$ cat src/rtl/im_fmt_pkg.sv
// Shared definitions for the immediate encoder: format codes, opcodes,
// FSM state encoding and a signed-range helper.
package im_fmt_pkg;

    localparam logic [2:0] FMT_I  = 3'b000;
    localparam logic [2:0] FMT_S  = 3'b001;
    localparam logic [2:0] FMT_B  = 3'b010;
    localparam logic [2:0] FMT_U  = 3'b011;
    localparam logic [2:0] FMT_J  = 3'b100;
    localparam logic [2:0] FMT_LI = 3'b101;

    localparam logic [6:0] OP_IMM = 7'b0010011;
    localparam logic [6:0] OP_LUI = 7'b0110111;

    typedef enum logic {
        S_IDLE = 1'b0,
        S_LO   = 1'b1
    } state_t;

    // True when v is representable as an nbits-wide two's complement value.
    function automatic logic fits_signed(input logic [31:0] v, input logic [5:0] nbits);
        logic signed [31:0] sv;
        logic [31:0]        top;
        sv  = v;
        top = sv >>> (nbits - 6'd1);
        return (top == 32'h0000_0000) || (top == 32'hFFFF_FFFF);
    endfunction

endpackage

$ cat src/rtl/im_pack.sv
// Combinational packer: scatters an immediate into the RV32I I/S/B/U/J
// bit positions of a template word and flags out-of-range immediates.
module im_pack
    import im_fmt_pkg::*;
#(
    parameter int CHECK_RANGE = 1
) (
    input  logic [2:0]  fmt,
    input  logic [31:0] imm,
    input  logic [31:0] tmpl,
    output logic [31:0] inst,
    output logic        range_err
);

    logic w_viol;

    // Field scatter and per-format legality of the immediate.
    always_comb begin
        inst   = tmpl;
        w_viol = 1'b0;
        case (fmt)
            FMT_I: begin
                inst   = {imm[11:0], tmpl[19:0]};
                w_viol = !fits_signed(imm, 6'd12);
            end
            FMT_S: begin
                inst   = {imm[11:5], tmpl[24:12], imm[4:0], tmpl[6:0]};
                w_viol = !fits_signed(imm, 6'd12);
            end
            FMT_B: begin
                inst   = {imm[12], imm[10:5], tmpl[24:12], imm[4:1], imm[11], tmpl[6:0]};
                w_viol = !fits_signed(imm, 6'd13) || imm[0];
            end
            FMT_U: begin
                inst   = {imm[31:12], tmpl[11:0]};
                w_viol = (imm[11:0] != 12'd0);
            end
            FMT_J: begin
                inst   = {imm[20], imm[10:1], imm[11], imm[19:12], tmpl[11:0]};
                w_viol = !fits_signed(imm, 6'd21) || imm[0];
            end
            default: begin
                inst   = tmpl;
                w_viol = 1'b0;
            end
        endcase
    end

    assign range_err = (CHECK_RANGE != 0) && w_viol;

endmodule

$ cat src/rtl/im_encoder.sv
// Immediate encoder: valid/ready wrapper around im_pack with a registered
// output stage and the LUI/ADDI expansion of the LI pseudo-format.
module im_encoder
    import im_fmt_pkg::*;
#(
    parameter int CHECK_RANGE = 1
) (
    input  logic        clk,
    input  logic        rst_n,
    input  logic        in_valid,
    output logic        in_ready,
    input  logic [2:0]  in_fmt,
    input  logic [31:0] in_imm,
    input  logic [31:0] in_tmpl,
    output logic        out_valid,
    input  logic        out_ready,
    output logic [31:0] out_inst,
    output logic        out_err,
    output logic        out_last
);

    state_t      r_state, w_state_nxt;
    logic        r_out_valid, w_out_valid_nxt;
    logic [31:0] r_out_inst, w_out_inst_nxt;
    logic        r_out_err, w_out_err_nxt;
    logic        r_out_last, w_out_last_nxt;
    logic [11:0] r_lo, w_lo_nxt;
    logic [4:0]  r_rd, w_rd_nxt;

    logic        w_accept, w_handoff;
    logic [31:0] w_pack_inst, w_addi_inst, w_lui_inst, w_new_inst;
    logic        w_pack_err, w_addi_err, w_new_err, w_new_last, w_two_beat;
    logic [11:0] w_addi_lo;
    logic [4:0]  w_addi_rs1, w_addi_rd;
    logic [19:0] w_hi;

    assign in_ready  = (r_state == S_IDLE) && (!r_out_valid || out_ready);
    assign w_accept  = in_valid && in_ready;
    assign w_handoff = r_out_valid && out_ready;

    im_pack #(.CHECK_RANGE(CHECK_RANGE)) u_pack (
        .fmt       (in_fmt),
        .imm       (in_imm),
        .tmpl      (in_tmpl),
        .inst      (w_pack_inst),
        .range_err (w_pack_err)
    );

    // ADDI source: the parked low half while splitting, else a fresh rd,x0,lo.
    always_comb begin
        if (r_state == S_LO) begin
            w_addi_lo  = r_lo;
            w_addi_rs1 = r_rd;
            w_addi_rd  = r_rd;
        end else begin
            w_addi_lo  = in_imm[11:0];
            w_addi_rs1 = 5'd0;
            w_addi_rd  = in_tmpl[11:7];
        end
    end

    im_pack #(.CHECK_RANGE(CHECK_RANGE)) u_addi (
        .fmt       (FMT_I),
        .imm       ({{20{w_addi_lo[11]}}, w_addi_lo}),
        .tmpl      ({12'd0, w_addi_rs1, 3'b000, w_addi_rd, OP_IMM}),
        .inst      (w_addi_inst),
        .range_err (w_addi_err)
    );

    // The ADDI sign-extends lo, so the upper part is pre-rounded by imm[11].
    assign w_hi       = in_imm[31:12] + {19'd0, in_imm[11]};
    assign w_lui_inst = {w_hi, in_tmpl[11:7], OP_LUI};

    // First beat of a new request, plus whether a second beat will follow.
    always_comb begin
        w_new_inst = in_tmpl;
        w_new_err  = 1'b0;
        w_new_last = 1'b1;
        w_two_beat = 1'b0;
        case (in_fmt)
            FMT_I, FMT_S, FMT_B, FMT_U, FMT_J: begin
                if (w_pack_err) begin
                    w_new_inst = in_tmpl;
                    w_new_err  = 1'b1;
                end else begin
                    w_new_inst = w_pack_inst;
                    w_new_err  = 1'b0;
                end
            end
            FMT_LI: begin
                if (fits_signed(in_imm, 6'd12)) begin
                    w_new_inst = w_addi_inst;
                    w_new_err  = w_addi_err;
                end else if (in_imm[11:0] == 12'd0) begin
                    w_new_inst = w_lui_inst;
                end else begin
                    w_new_inst = w_lui_inst;
                    w_new_last = 1'b0;
                    w_two_beat = 1'b1;
                end
            end
            default: begin
                w_new_inst = in_tmpl;
                w_new_err  = 1'b1;
            end
        endcase
    end

    // S_LO spans the whole split LI: beat 1 waiting, ADDI parked in r_lo/r_rd.
    always_comb begin
        w_state_nxt     = r_state;
        w_out_valid_nxt = r_out_valid;
        w_out_inst_nxt  = r_out_inst;
        w_out_err_nxt   = r_out_err;
        w_out_last_nxt  = r_out_last;
        w_lo_nxt        = r_lo;
        w_rd_nxt        = r_rd;
        case (r_state)
            S_IDLE: begin
                if (w_accept) begin
                    w_out_valid_nxt = 1'b1;
                    w_out_inst_nxt  = w_new_inst;
                    w_out_err_nxt   = w_new_err;
                    w_out_last_nxt  = w_new_last;
                    if (w_two_beat) begin
                        w_state_nxt = S_LO;
                        w_lo_nxt    = in_imm[11:0];
                        w_rd_nxt    = in_tmpl[11:7];
                    end else begin
                        w_state_nxt = S_IDLE;
                    end
                end else if (w_handoff) begin
                    w_out_valid_nxt = 1'b0;
                end else begin
                    w_out_valid_nxt = r_out_valid;
                end
            end
            S_LO: begin
                if (w_handoff) begin
                    w_state_nxt     = S_IDLE;
                    w_out_valid_nxt = 1'b1;
                    w_out_inst_nxt  = w_addi_inst;
                    w_out_err_nxt   = w_addi_err;
                    w_out_last_nxt  = 1'b1;
                end else begin
                    w_state_nxt = S_LO;
                end
            end
            default: begin
                w_state_nxt     = S_IDLE;
                w_out_valid_nxt = 1'b0;
            end
        endcase
    end

    // State, output register and parked ADDI fields.
    always_ff @(posedge clk or negedge rst_n) begin
        if (!rst_n) begin
            r_state     <= S_IDLE;
            r_out_valid <= 1'b0;
            r_out_inst  <= 32'd0;
            r_out_err   <= 1'b0;
            r_out_last  <= 1'b0;
            r_lo        <= 12'd0;
            r_rd        <= 5'd0;
        end else begin
            r_state     <= w_state_nxt;
            r_out_valid <= w_out_valid_nxt;
            r_out_inst  <= w_out_inst_nxt;
            r_out_err   <= w_out_err_nxt;
            r_out_last  <= w_out_last_nxt;
            r_lo        <= w_lo_nxt;
            r_rd        <= w_rd_nxt;
        end
    end

    assign out_valid = r_out_valid;
    assign out_inst  = r_out_inst;
    assign out_err   = r_out_err;
    assign out_last  = r_out_last;

endmodule

$ cat config.mk
export PLATFORM = sky130hd
export DESIGN_NAME = im_encoder
export DESIGN_NICKNAME = d
export VERILOG_FILES = /design/src/rtl/im_fmt_pkg.sv /design/src/rtl/im_pack.sv /design/src/rtl/im_encoder.sv
export SDC_FILE = /design/constraint.sdc
export NUM_CORES = 1
export LEC_CHECK = 0
export ABC_AREA = 1
export BUFFER_PORTS_ARGS = -buffer_cell sky130_fd_sc_hd__buf_4
export CORE_MARGIN = 1
export CORE_UTILIZATION = 55
export DETAILED_ROUTE_END_ITERATION = 12
export GPL_ROUTABILITY_DRIVEN = 0
export PLACE_DENSITY = 0.81
export SLEW_MARGIN = 20
export SYNTH_ARGS = -nofsm -noshare
export SYNTH_HDL_FRONTEND = slang
export SYNTH_SLANG_ARGS = --single-unit
$ cat constraint.sdc
create_clock -name clk -period 2 [get_ports clk]
set_input_delay 0.1 -clock clk [delete_from_list [all_inputs] [get_ports clk]]
set_output_delay 0.1 -clock clk [all_outputs]
set_load 0.01 [all_outputs]
Word-level counts from Yosys, hierarchy flattened
Index checks and enable logic that the tools add are counted.

$add $sub $neg: 1. Multipliers: 0. Div/mod/pow operators: 0. Magnitude comparators: 0. Equal/unequal tests: 12. Shift-type cells: 0. Mux-type cells: 33. Bitwise operators: 1. Reductions and logical operators: 27.

Operator list (number): 32-bit case mux with 5 select lines (1); 32-bit equality test, second input constant (4); 32-bit zero test (4); 32-bit 2-to-1 mux (4); 32-bit case mux with 2 select lines (2); 20-bit by 1-bit adder with 20-bit output (1); 1-bit 2-to-1 mux (17); 12-bit zero test (1); 12-bit 2-to-1 mux (1); 12-bit nonzero test (1); 5-bit 2-to-1 mux (2); 1-bit case mux with 2 select lines (5); 1-bit logical OR (7); 3-bit by 2-bit equality test with 1-bit output, second input constant (2); 3-bit equality test, second input constant (2); 1-bit zero test (5); 5-bit OR reduction (1); 1-bit case mux with 4 select lines (1); 2-bit AND reduction (2); 3-bit by 1-bit equality test with 1-bit output, second input constant (1); 1-bit logical AND (3); 3-bit zero test (1); 3-bit != test, second input constant (1); 3-bit AND reduction (1); other kinds (4) (4).

Register bits after elaboration: 53. Bits in latches: 0. Bits in writable memories: 0. Memory bits (read-only): 0. Output and inout bits: 36. Logic and storage cells: 81. Memories: 0.

Depth between registers and ports, before layout
Depth after elaboration: 9. Depth in mapped cells: 17.

Hierarchy
From an unflattened synthesis, not the netlist that was laid out.

Cells, all modules: 1053. Area total of the unflattened synthesis: 6209.7 µm².

By module, submodules not included: im_encoder (instances 1, cells an instance 745, area each 4518.1 µm²); im_pack (instances 2, cells an instance 154, area each 845.8 µm²).

Worst setup path before layout
Ideal clock, no wire load.

Path type: reg2reg. Start: reg r_out_valid, in the netlist out_valid. End: reg r_out_inst[2], in the netlist out_inst[2]. Setup time: 0.133 ns. Data arrival time: 1.560 ns. Setup slack: 0.307 ns. Cell stages (with the launch flop): 10. Buffers on the path: 1. Cells stage by stage: dfrtp_1 -> inv_1 -> nor2_1 -> nor2_2 -> nand2_1 -> nand2_2 -> inv_2 -> clkbuf_1 -> a22oi_1 -> o21ai_0.

Cells in the longest elaborated chain, start to end: 6. Elaborated cells between the ends (all ways): 8. Classes of those cells: eq/ne: 2; reduce/logical: 6.

RTL lines: start: declaration (line im_encoder.sv:23) `logic r_out_valid, w_out_valid_nxt;`; start signal: assignment (line im_encoder.sv:168) `r_out_valid <= w_out_valid_nxt;`; 1-bit zero test (line im_encoder.sv:37) `assign in_ready = (r_state == S_IDLE) && (!r_out_valid || out_ready);`; 1-bit logical OR (line im_encoder.sv:37); 1-bit logical AND (line im_encoder.sv:37); via in_ready (line im_encoder.sv:11) `output logic in_ready,`; 1-bit logical AND (line im_encoder.sv:38) `assign w_accept = in_valid && in_ready;`; 2-bit != test (no line); 2-bit AND reduction (no line); end signal: assignment (line im_encoder.sv:169) `r_out_inst <= w_out_inst_nxt;`; end: declaration (line im_encoder.sv:24) `logic [31:0] r_out_inst, w_out_inst_nxt;`.

The timed path passes the listed nets, and every way through them passes these cells. A chain may end at the register's enable or synchronous reset.

Worst setup path after layout
Start: in in_imm[12]. End: reg r_out_inst[23], in the netlist out_inst[23].

Cells in the longest elaborated chain, start to end: 9. Elaborated cells between the ends (all ways): 16. Classes of those cells: add/sub: 1; eq/ne: 2; mux: 6; reduce/logical: 7.

RTL lines: start: declaration (line im_encoder.sv:13) `input logic [31:0] in_imm,`; branches (longest 6 deep; another with 20-bit by 1-bit adder with 20-bit output); 32-bit case mux with 2 select lines (*) (line im_encoder.sv:80) `case (in_fmt)`; 32-bit 2-to-1 mux (*) (line im_encoder.sv:120) `if (w_accept) begin`; 32-bit case mux with 2 select lines (*) (line im_encoder.sv:118) `case (r_state)`.

Mark *: on every way between the ends. The select of a mux whose other input is x is not followed.

==> results.md <==
- Status: finished, final reports clean
- Synth top cells by count: 217 x nand2_1, 77 x nor2_1, 68 x inv_1, 62 x a21oi_1, 53 x dfrtp_1
- Leakage dissipation: 2.84 nW
- First-pass GRT wire length: 24.5 mm
- Relative slew margins: 55.1%
- Synthesized instance count: 733
- DRC: 0
- Total die area: 8680 um2
- Htree depth: 2
- Post-Syn Area per Cell: 6.23 um2
- DR WL/cell: 16.1 um
- Crit. End Element: flip-flop
- Postcts setup bufs: 0
- Fin Setup TNS: 0 ps
- Final setup vio count: 0
- Period utilisation layout: 90.7%
- Final #Nets: 908
- Hold_sp: in_tmpl[4]
- Fillers: 690
- CTS buffer count: 5
- PortBufs: 106
- Row count: 32
- Initial core utilization: 57.9%
- Inst Count DP: 928
- Worst-case clock buffer depth: 2
- Placeable Area: 7890 um2
- Pin count of the biggest net entering global routing: 60
- Most common cell in the netlist: nand2_1
- Seq cells post-synth: 53
- F_max: 552 MHz
- Final cell count without fillers: 937
- RSZ-0062 raised after global routing: no
- Setup WS post-layout: 187 ps
- I/O pin total: 107
- Top cell type's share of synthesized area: 29.0%
- Die X: 93.2 um
- Sw Ratio: 38.6%
- Worst EP arrival: 2050 ps
- CP Launch Type: input pin
- Slew @ Worst Pin: 674 ps
- Die H: 93.2 um
- Initial DRC count: 555
- Leading area contributor after synthesis: dfrtp_1
- Syn-to-layout area delta: 22.9%
- Pre-antenna DRT Iters: 5
- CP max stage cell: ha_1
- Synth area leaders: dfrtp_1 29%, nand2_1 18%, a21oi_1 6.8%
- Sequential share of the synthesized area: 29.0%
- CTS Sinks: 53
- EDFF count, synth: 0
- Worst r2r src: out_valid
- Vias: 5519
- Sw power: 1.64 mW
- Synth Flop Type: dfrtp_1
- TritonCTS clock tree: done
- Total power draw: 4.26 mW
- Setup WS pre-CTS: -54.3 ps
- GR Util All Layers: 35.9%
- Slew Limit Fails: 0
- Clock share of power: 17.4%
- CP cell instances: buf_4, ha_1, nand3_1, nor2_2, nand3_2, nand3_2, nand2_2, clkinv_4, nand2_4, inv_2, nand2_1, nand3_1, nand2_1, a21oi_1
- Max VDD drop: 0.000593 V
- Grt total ovfl: 0
- Power share of the combinational group: 43.5%
- Crit path launch: in_imm[12]
- PD cells: 759 nW/um2
- Mapped cell area: 4570 um2
- Synth cell types: 40
- DP Wirelength: 11.5 mm
- Design Area, Final: 5610 um2
- Clk slew on worst S/H paths: 100 ps
- Hold Crit Class: in2reg
- Post-DRT Antenna Nets: 0
- Final min period: 1810 ps
- Initial antenna violation count: 0
- Synth warn: 0
- Clk root buf: clkbuf_8
- Syn Nets: 807
- Placed instance area: 5490 um2
- Sequential power share: 39.1%
- Max cap viols: 0
- Post-CTS sizing: 0
- Vias/cell: 5.89
- WS Path Type: in2reg
- Fraction of layout cells with a size suffix above 1: 21.7%
- Ant. Diodes: 0
- CP Max Fanout: 22
- Vias in the first global route: 5131
- Required time worst endpoint: 2240 ps
- Final wirelength: 15.1 mm
- Final hold violations: 0
- Ys async rst share: 100%
- Cell Int Power: 2.61 mW
- Crit path largest cell delay: 260 ps
- Setup Skew: 5.21 ps
- Worst-Skew Late Latency: 310 ps
[sequential cells by signal (all words and copies together), names as in the netlist]
register	flops
out_err	1
out_inst	32
out_last	1
out_valid	1
r_lo	12
r_rd	5
r_state	1
[timing repair]
action,CTS,global route
endpoints found under the setup margin,0,0
hold buffers,1,0
hold endpoints to repair,53,0
[power by group through the flow]
stage,Sequential (mW),Clock (mW),Combinational (mW)
after floorplan,1.75,0,0.909
after global placement,1.67,0,1.79
after detailed placement,1.68,0,1.83
after CTS,1.66,0.757,1.84
after global routing,1.70,0.794,2.05
final,1.67,0.740,1.85
[kinds of logic (layout without fill, tap and decap cells)]
| group | Yosys count | in the layout | synth area share, % |
|---|---|---|---|
| xor+xnor | 12 | 12 | 2.30 |
| simple gates | 396 | 396 | 37.8 |
| fa+ha+maj | 3 | 3 | 0.822 |
| buf+inv | 113 | 215 | 10.6 |
| compound gates | 156 | 156 | 19.4 |
| flops | 53 | 53 | 29.0 |
[critical path, delay by kind of cell]
kind	cells	cell delay (ps)
and+or+nand+nor	9	1190
buffers and inverters	3	350
adders and majority gates	1	260
AOI/OAI and AO/OA	1	130
[final cells by class]
type | count | area, um2 | share of cell area, %
multi-input cells | 567 | 2760 | 49.1
repair buffers | 128 | 988 | 17.6
inverters | 79 | 302 | 5.37
clock inverters | 2 | 38.8 | 0.691
flip-flops and latches | 53 | 1330 | 23.6
well taps | 102 | 128 | 2.27
clock buffers | 6 | 72.6 | 1.29
[metal layers]
layer	global-route usage [%]	part of all wire, %
met5	0	0
met3	6.59	10
met1	45.1	39
met2	58.4	45
met4	19.5	5.8
[cells in the final DEF (no fill, tap or decap), drive strengths merged, types with 5 or more instances in the layout]
cell type,instances
xor2,9
inv,78
nor2,91
nand4,21
o211ai,7
o21bai,5
clkbuf,6
buf,127
o21ai,55
a22oi,6
nand2,227
o22ai,5
dfrtp,53
a21oi,68
nand3,52
[path summary, 6_finish.rpt]
check / cells past startpoint / slack (ps) / to
hold / removal: 2 / 8 / out_inst[4]
setup reg to reg: 9 / 300 / out_inst[8]
setup / recovery: 14 / 190 / out_inst[23]
max in group asynchronous: 2 / 1190 / r_lo[1]
min in group asynchronous: 2 / 360 / out_inst[26]
hold reg to reg: 2 / 500 / r_lo[7]
[metrics by stage]
stage | hold WS, ps | util, %
after floorplan | -196 | -
after global placement | 171 | 69.6
after detailed placement | 182 | 69.6
after CTS | 8.19 | 71.2
after global routing | 11.9 | 71.2
final | 8.26 | 71.2
(Power assumes the default switching activity.)
